===== config.mk =====
export PLATFORM = sky130hd
export DESIGN_NAME = clk_div_prog
export DESIGN_NICKNAME = d
export VERILOG_FILES = /design/src/rtl/clk_div_pkg.sv /design/src/rtl/clk_div_duty.sv /design/src/rtl/clk_div_prog.sv
export SDC_FILE = /design/constraint.sdc
export NUM_CORES = 1
export LEC_CHECK = 0
export ABC_CLOCK_PERIOD_IN_PS = 5030
export CORE_UTILIZATION = 50
export CTS_BUF_LIST = sky130_fd_sc_hd__clkbuf_8
export DETAILED_ROUTE_END_ITERATION = 10
export PLACE_DENSITY = 0.79
export SYNTH_ARGS = -nofsm -noshare
export SYNTH_HDL_FRONTEND = slang
export SYNTH_SLANG_ARGS = --single-unit

===== constraint.sdc =====
create_clock -name CLK -period 5.03 [get_ports CLK]
set_input_delay 0.503 -clock CLK [delete_from_list [all_inputs] [get_ports CLK]]
set_output_delay 0.503 -clock CLK [all_outputs]
set_load 0.005 [all_outputs]

===== src/rtl/clk_div_pkg.sv =====
// Shared types and helpers for the programmable clock divider.
package clk_div_pkg;

  typedef enum logic {
    ST_IDLE = 1'b0,
    ST_RUN  = 1'b1
  } state_e;

  // Smallest ratio that still yields a distinct high and low phase.
  localparam int unsigned DIV_MIN = 2;

  // Ratios below DIV_MIN are treated as DIV_MIN; everything else passes through.
  function automatic logic [31:0] clamp_div(input logic [31:0] d);
    return (d < 32'(DIV_MIN)) ? 32'(DIV_MIN) : d;
  endfunction

endpackage


===== src/rtl/clk_div_duty.sv =====
// Duty-cycle shaper: rising-edge flag, falling-edge copy and the parity mux
// that stretches odd ratios by half a CLK cycle.
module clk_div_duty
  import clk_div_pkg::*;
(
  input  logic CLK,
  input  logic RST,
  input  logic pos_next,
  input  logic odd,
  output logic CLK_OUT
);

  logic pos_q;
  logic neg_q;

  // Registered high-phase flag, taken from next-state so it never glitches.
  always_ff @(posedge CLK) begin
    if (RST) pos_q <= 1'b0;
    else     pos_q <= pos_next;
  end

  // Half-cycle delayed copy of the high-phase flag for odd-ratio stretching.
  always_ff @(negedge CLK) begin
    if (RST) neg_q <= 1'b0;
    else     neg_q <= pos_q;
  end

  // Both flags are low in the last phase of every period, so a parity change
  // at a period boundary cannot produce a glitch here.
  assign CLK_OUT = pos_q | (odd & neg_q);

endmodule


===== src/rtl/clk_div_prog.sv =====
// Programmable clock divider: run/idle FSM, phase counter and divisor shadow.
// Starts, stops and divisor changes only land on period boundaries.
module clk_div_prog
  import clk_div_pkg::*;
#(
  parameter int DIV_W       = 16,
  parameter int DIV_DEFAULT = 40
) (
  input  logic             CLK,
  input  logic             RST,
  input  logic             EN,
  input  logic [DIV_W-1:0] DIV,
  input  logic             LOAD,
  output logic             CLK_OUT,
  output logic             TICK,
  output logic [DIV_W-1:0] DIV_ACT,
  output logic             RUNNING
);

  state_e           state_q, state_d;
  logic [DIV_W-1:0] ph_q, ph_d;
  logic [DIV_W-1:0] div_act_q, div_act_d;
  logic [DIV_W-1:0] pend_q, pend_d;
  logic             pend_vld_q, pend_vld_d;
  logic             tick_q, tick_d;
  logic [DIV_W-1:0] div_clamped;
  logic [DIV_W-1:0] d_last;
  logic             boundary;
  logic             pos_next;

  assign div_clamped = DIV_W'(clamp_div(32'(DIV)));
  assign d_last      = div_act_q - DIV_W'(1);
  assign boundary    = (state_q == ST_RUN) && (ph_q == d_last);

  // Next state and phase: a stop request only takes effect at a boundary.
  always_comb begin
    state_d = state_q;
    ph_d    = ph_q;
    case (state_q)
      ST_IDLE: begin
        ph_d = '0;
        if (EN) state_d = ST_RUN;
      end
      ST_RUN: begin
        if (boundary) begin
          ph_d = '0;
          if (!EN) state_d = ST_IDLE;
        end else begin
          ph_d = ph_q + DIV_W'(1);
        end
      end
      default: begin
        state_d = ST_IDLE;
        ph_d    = '0;
      end
    endcase
  end

  // Divisor shadow: last LOAD wins; applied immediately in IDLE, at the boundary in RUN.
  always_comb begin
    div_act_d  = div_act_q;
    pend_d     = pend_q;
    pend_vld_d = pend_vld_q;
    if (boundary && LOAD) begin
      div_act_d  = div_clamped;
      pend_vld_d = 1'b0;
    end else begin
      if (pend_vld_q && ((state_q == ST_IDLE) || boundary)) begin
        div_act_d  = pend_q;
        pend_vld_d = 1'b0;
      end
      if (LOAD) begin
        pend_d     = div_clamped;
        pend_vld_d = 1'b1;
      end
    end
  end

  // Outputs derived from next-state so they line up with the new phase.
  always_comb begin
    pos_next = (state_d == ST_RUN) && (ph_d < (div_act_d >> 1));
    tick_d   = (state_d == ST_RUN) && (ph_d == '0);
  end

  // Control state: FSM, phase counter, active divisor and tick.
  always_ff @(posedge CLK) begin
    if (RST) begin
      state_q    <= ST_IDLE;
      ph_q       <= '0;
      div_act_q  <= DIV_W'(DIV_DEFAULT);
      pend_vld_q <= 1'b0;
      tick_q     <= 1'b0;
    end else begin
      state_q    <= state_d;
      ph_q       <= ph_d;
      div_act_q  <= div_act_d;
      pend_vld_q <= pend_vld_d;
      tick_q     <= tick_d;
    end
  end

  // Pending divisor value; only meaningful while its valid flag is set.
  always_ff @(posedge CLK) begin
    pend_q <= pend_d;
  end

  clk_div_duty u_duty (
    .CLK      (CLK),
    .RST      (RST),
    .pos_next (pos_next),
    .odd      (div_act_q[0]),
    .CLK_OUT  (CLK_OUT)
  );

  assign TICK    = tick_q;
  assign DIV_ACT = div_act_q;
  assign RUNNING = (state_q == ST_RUN);

endmodule

# Yosys cells after proc, flatten, opt, wreduce, memory -nomap -nowiden
# Cells that the tools add are included.
# totals
wordCells	39
out_inout_bits	19
ff_bits	53
# op_classes
bitwise	4
addsub	2
magnitude_cmp	2
n_eq_ne	1
mux	10
n_reduce_logical	11
# op_table
op	count
2-to-1 mux 16 bit	4
one-hot mux 16 bit (2 select lines)	1
adder 16 x 1 -> 16 bit (second input constant)	1
equality test 16 bit	1
zero test 16 bit	1
less-than comparator 16 x 15 -> 1 bit	1
less-than comparator 16 x 2 -> 1 bit (second input constant)	1
subtractor 16 x 1 -> 16 bit (second input constant)	1
logical AND 1 bit	5
2-to-1 mux 1 bit	4
nonzero test 2 bit	2
inverter 1 bit	2
one-hot mux 1 bit (2 select lines)	1
AND reduction 2 bit	1
OR reduction 2 bit	1
AND 1 bit	1
logical OR 1 bit	1
OR 1 bit	1

# Longest topological paths before layout
# Gate-level depths: netlist (run 1).
# logic_depth
ltp_word	9
mapped_depth	23
ltp_nobuf	20

# Cells and area by module
# Synthesis (run 1) repeated with hierarchy kept, for this count alone.
# hier_totals
cells_unflattened	393
area_unflattened_um2	3482.1
# by_module_without_submodules
mod	cells_per_inst	area_per_inst_um2	instances
clk_div_prog	387	3415.8	1
clk_div_duty	6	66.3	1

==> results of run 1 <==
-- synthesized netlist by cell type (3+ instances only) --
cell / count
a21o_1: 15
or3_1: 3
nor2b_1: 7
xnor2_1: 15
o211a_1: 3
nand4_1: 9
and4_1: 3
a211oi_1: 17
nor3_1: 7
dfxtp_1: 37
inv_1: 12
edfxtp_1: 16
a21oi_1: 9
and2_1: 4
clkbuf_1: 26
o21ai_1: 4
nand2_1: 13
and3_1: 4
nor2_1: 62
or2_1: 4
buf_2: 5
ha_1: 16
xor2_1: 16
mux2i_1: 13
nor4_1: 6
o21ai_0: 10
nand3_1: 14
-- critical path: stages, from the launching register on --
cell,delay (ps)
dfxtp_1,450
inv_1,100
ha_1,350
maj3_1,400
a2bb2oi_1,140
or4_4,530
nor4_4,380
a21bo_1,220
nand2_4,180
mux2i_1,190
a21o_1,200
ha_1,290
a21o_1,180
a21o_1,180
a21oi_1,140
nor2b_1,50
o21ai_0,150
nand2b_1,80
a221o_1,290
a21oi_1,110
-- metal layers --
| metal | up-vias | wire length, um |
|---|---|---|
| met3 | 19 | 523 |
| li1 | 1434 | - |
| met2 | 105 | 3760 |
| met5 | - | 0 |
| met1 | 1410 | 3590 |
| met4 | 0 | 199 |
-- power groups by stage --
stage                     registers, mW  clock network [mW]  logic, mW
after floorplan                   0.487             0.00249      0.105
after global placement            0.493             0.00249      0.156
after detailed placement          0.494             0.00249      0.160
after CTS                         0.484               0.233      0.161
after global routing              0.488               0.250      0.176
final                             0.485               0.231      0.161
-- state kept, by name, indices dropped and copies added, names as in the netlist --
register,count
pend_vld_q,1
TICK,1
pend_q,16
DIV_ACT,16
RUNNING,1
ph_q,16
u_duty.pos_q,1
u_duty.neg_q,1
-- final timing paths --
check                           slack [ps]           end
worst max-delay path                   360  u_duty.pos_q
worst min-delay path                   550       ph_q[0]
worst max register to register         360  u_duty.pos_q
worst min register to register         550       ph_q[0]
-- layout make-up --
| type | instances | area [sq um] | share of cell area [%] |
|---|---|---|---|
| multi-input cells | 293 | 1980 | 51.3 |
| flip-flops and latches | 53 | 1220 | 31.7 |
| repair buffers | 43 | 430 | 11.2 |
| well taps | 77 | 96.3 | 2.50 |
| clock buffers | 5 | 68.8 | 1.79 |
| inverters | 11 | 41.3 | 1.07 |
| clock inverters | 4 | 15.0 | 0.390 |
-- logic make-up (layout without fill, tap and decap cells) --
logic type / after synthesis / in the layout / synth area share, %
multiplexers: 13 / 13 / 3.83
AND/OR/NAND/NOR: 153 / 153 / 23.6
adder cells (fa/ha/maj): 17 / 17 / 6.19
buffers and inverters: 46 / 63 / 5.71
AO/OA/AOI/OAI: 79 / 79 / 16.6
XOR/XNOR: 31 / 31 / 8.00
flip-flops: 53 / 53 / 36.0
-- stage by stage --
stage	setup WS, ps	total power [mW]	util [%]
after global routing	44.1	0.914	59.6
after detailed placement	361	0.657	58.4
final	357	0.877	59.6
after floorplan	712	0.594	-
after global placement	516	0.651	58.4
after CTS	338	0.878	59.6
-- what timing repair did --
action | CTS | global route
endpoints found under the hold margin | 0 | 0
buffers inserted | 0 | 0
setup endpoints to repair | 0 | 1
hold buffers | 0 | 0
gates resized for setup | 0 | 1
==> metrics.yaml, run 1 <==
status: "completed"
p_seq_share_pct: 55.3
cts_root_buf: "clkbuf_8"
hold_slack_ps: 547
intPower_uw: 638
fin_tns_setup_ps: 0
worstMarginPinSlew_ps: 665
cp_max_fo: 15
ios: 39
critPathCaptureType: "flip-flop"
place_congestion: 0.851
grt_pass1_wl_um: 13600
die_h_um: 84.4
hold_violations: 0
dpl-instance-area_sq_mm: 0.00377
n_antenna_cell: 0
arrival_ps: 4920
fin_area_sq_mm: 0.00385
whs_path_depth: 1
use_met2_pct: 40.8
syn_nets: 428
finalNonFillerCells: 486
final_common_cell: "nor2_1"
placed_cells: 478
drc: 0
final_cell_mix: "62 x nor2_1, 38 x clkdlybuf4s50_1, 36 x dfxtp_1"
synth_top_area_share_pct: 21.8
cp.required_ps: 5270
p_leak_nw: 1.56
rows: 29
maxSlewViolCount: 0
layout_min_cycle_time_ps: 4670
die-area_sq_mm: 0.00712
slew_headroom_pct: 55.7
start_util_pct: 52.5
critPathKind: "flip-flop to flip-flop"
cts.clk_slew.worst_paths_ps: 90
wl_um: 8080
p_comb_share_pct: 18.4
r2r_cells: 19
portBuffers: 38
switching_share_pct: 27.2
clock_path_buffers: 2
power_switching_uw: 239
nFillCells: 570
hold_start: "ph_q[0]"
ys_types: 60
powerDensity_mw_per_mm2: 228
vias: 2968
fmax_mhz: 214
cp-start-kind: "flip-flop"
detailed_place_hpwl_um: 6210
yosys.area.top_type: "dfxtp_1"
setup_violations: 0
vdd_drop_max_v: 0.000172
synth_area_leaders: "dfxtp_1 22%, edfxtp_1 14%, nor2_1 6.9%, ha_1 5.9%, xor2_1 4.1%"
synthCells: 392
synth-main-ff-cell: "dfxtp_1"
synth_seq_area_share_pct: 36.0
overflow: 0
numCtsBuffers: 5
final_nets: 444
synth-edff-count: 16
skew_ps: 56.9
grt_max_degree: 44
min-delay-path-class: "flip-flop to flip-flop"
clockPowerShare_pct: 26.3
synthToLayoutAreaGrowth_pct: 13.5
startpoint: "DIV_ACT[1]"
vias_per_cell: 6.11
ant_nets: 0
rsz0062_at_grt: "no"
post-route-period-util_pct: 92.9
grtUsageMet1_pct: 30.9
wire_per_inst_um: 16.6
grt_pass1_vias: 2889
die_w_um: 84.4
drv_cap: 0
cts-htree-levels: 2
antenna_found_initial: 0
top_usage_layer: "met2"
met3_usage_pct: 3.24
synth-seq-cells: 53
cts_tree: "yes"
layout-drive-gt1-share_pct: 4.40
syn_area_per_cell_sq_um: 8.66
drtIter0Drc: 209
first_pass_iters: 4
core_sq_mm: 0.00646
clk-insertion-delay-late_ps: 360
clock_sinks: 53
r2r_start: "DIV_ACT[1]"
synthArstFlopShare_pct: 0
grt_usage_pct: 23.9
ys_warn_count: 0
synth_area_sq_mm: 0.00339
(Power assumes the default switching activity.)
==> run 2: changes to the inputs <==
--- a/config.mk
+++ b/config.mk
@@ -6,10 +6,10 @@
 export NUM_CORES = 1
 export LEC_CHECK = 0
 export ABC_CLOCK_PERIOD_IN_PS = 5030
-export CORE_UTILIZATION = 50
+export CORE_UTILIZATION = 58
 export CTS_BUF_LIST = sky130_fd_sc_hd__clkbuf_8
 export DETAILED_ROUTE_END_ITERATION = 10
-export PLACE_DENSITY = 0.79
+export PLACE_DENSITY = 0.89
 export SYNTH_ARGS = -nofsm -noshare
 export SYNTH_HDL_FRONTEND = slang
 export SYNTH_SLANG_ARGS = --single-unit
==> run 2 against run 1 <==
Effect of this change: combinational power rose by 2%; worst setup slack got worse by 31 ps; register-to-register slack got worse by 30 ps; utilization rose by 10 points; via count increased by 0.13%; design area rose by 0.91%; maximum frequency shrank 0.66%; non-clock buffer count increased by 2; wire length rose by 5.5%; clock power up 26%; sequential share of layout area is 0.29 points lower; flip-flop and latch count did not move; critical path type unchanged; highest routed layer unchanged.
==> metrics.yaml, run 2 (same netlist as run 1, synthesis figures left out) <==
clk-insertion-delay-late_ps: 360
grt_pass1_wl_um: 13800
finalNonFillerCells: 483
fmax_mhz: 213
wire_per_inst_um: 17.7
setup_violations: 0
pre_cts_slack_ps: 278
rows: 27
worstMarginPinSlew_ps: 645
cp_slowest_cell: "or4_4"
post-route-period-util_pct: 93.5
start_util_pct: 60.9
p_comb_share_pct: 17.5
cts.clk_slew.worst_paths_ps: 100
path_buf_inv: 3
power_switching_uw: 249
fin_area_sq_mm: 0.00389
cp.required_ps: 5280
vias: 2972
grt_pass1_vias: 2920
vdd_drop_max_v: 0.000185
placed_cells: 474
clock_path_buffers: 2
skew_ps: 45.3
critPathCaptureType: "flip-flop"
layout_min_cycle_time_ps: 4700
layout-drive-gt1-share_pct: 5.60
numCtsBuffers: 5
hold_violations: 0
grt_max_degree: 26
ios: 39
maxSlewViolCount: 0
portBuffers: 38
cts_root_buf: "clkbuf_8"
status: "completed"
antenna_found_initial: 0
switching_share_pct: 26.5
path_cells: "inv_1 -> ha_2 -> maj3_1 -> a2bb2oi_1 -> or4_4 -> nor4_4 -> and2_1 -> nand3_1 -> buf_4 -> buf_4 -> a21o_1 -> ha_1 -> a21o_1 -> a21o_1 -> a21oi_1 -> nor2b_1 -> o21ai_0 -> nand2b_1 -> a221o_1 -> a21oi_1"
cts-htree-levels: 2
cpMostUsedCell: "a21o_1"
intPower_uw: 693
dpl-instance-area_sq_mm: 0.00376
final_cell_mix: "62 x nor2_1, 38 x clkdlybuf4s50_1, 36 x dfxtp_1"
die_h_um: 78.5
cts_tree: "yes"
critPathKind: "flip-flop to flip-flop"
nFillCells: 416
die_w_um: 78.5
clock_sinks: 53
n_antenna_cell: 0
cpPeakStageDelay_ps: 530
detailed_place_hpwl_um: 6380
core_sq_mm: 0.00557
wl_um: 8530
cp-start-kind: "flip-flop"
p_leak_nw: 1.56
overflow: 0
vias_per_cell: 6.15
drc: 0
cp_max_fo: 25
drtIter0Drc: 307
min-delay-path-class: "flip-flop to flip-flop"
p_seq_share_pct: 51.6
place_congestion: 0.968
die-area_sq_mm: 0.00616
ant_nets: 0
arrival_ps: 4960
slew_headroom_pct: 57.0
final_common_cell: "nor2_1"
synthToLayoutAreaGrowth_pct: 14.6
powerDensity_mw_per_mm2: 242
first_pass_iters: 5
crit_family: "simple AND/OR/NAND/NOR gates"
drv_cap: 0
fin_ws_ps: 326
grt_usage_pct: 29.2
final_nets: 446
clockPowerShare_pct: 30.9
==> run 2: cell count changes in the layout (fill, tap and decap cells not counted), sizes merged <==
cell / previous run / this run
clkinvlp: 0 / 1
buf: 5 / 7
bufinv: 0 / 1
clkinv: 0 / 1
inv: 15 / 12
==> run 2: through the flow <==
step | TNS, ps | util (%) | hold slack, ps | power (mW)
after global routing | -6.60 | 69.7 | 613 | 0.976
after global placement | 0 | 67.5 | 512 | 0.651
after CTS | 0 | 69.4 | 564 | 0.937
after detailed placement | 0 | 67.5 | 537 | 0.658
after floorplan | 0 | - | 460 | 0.594
final | 0 | 69.7 | 565 | 0.942
==> run 2: timing repair <==
| item | in CTS | in global routing |
|---|---|---|
| setup endpoints to repair | 0 | 1 |
| gates resized for setup | 0 | 3 |
| hold buffers | 0 | 0 |
| setup buffers | 0 | 1 |
==> run 2: metal layers <==
metal  track usage, %  up-vias  wire, um
li1                 -     1440         -
met1             35.7     1372      3660
met2             49.5      135      4110
met3             4.30       25       501
met4             15.0        0       262
met5                0        -         0
==> run 2: cell type report <==
type	count	area, sq um	share of cell area, %
clock buffers	5	68.8	1.77
clock inverters	4	45.0	1.16
inverters	11	41.3	1.06
multi-input cells	293	1990	51.1
flip-flops and latches	53	1220	31.4
well taps	72	90.1	2.32
repair buffers	45	433	11.1
==> run 2: power groups by stage <==
stage / registers (mW) / clock network, mW / logic [mW]
final: 0.486 / 0.292 / 0.165
after floorplan: 0.487 / 0.00249 / 0.105
after global routing: 0.488 / 0.309 / 0.179
after CTS: 0.484 / 0.290 / 0.163
after detailed placement: 0.494 / 0.00249 / 0.161
after global placement: 0.493 / 0.00249 / 0.156
==> run 2: final timing paths <==
path	startpoint	end	slack, ps	cells after the start
max	DIV_ACT[1]	u_duty.pos_q	330	20
min	ph_q[15]	ph_q[15]	570	2
max reg2reg	DIV_ACT[1]	u_duty.pos_q	330	20
min reg2reg	ph_q[15]	ph_q[15]	570	2
==> run 2: worst min-delay path: cells and delay by family, from the launching register on <==
family / cells / cell delay, ps
xor gates and xnor gates: 1 / 90
and+or+nand+nor: 1 / 70
DFF: 1 / 370
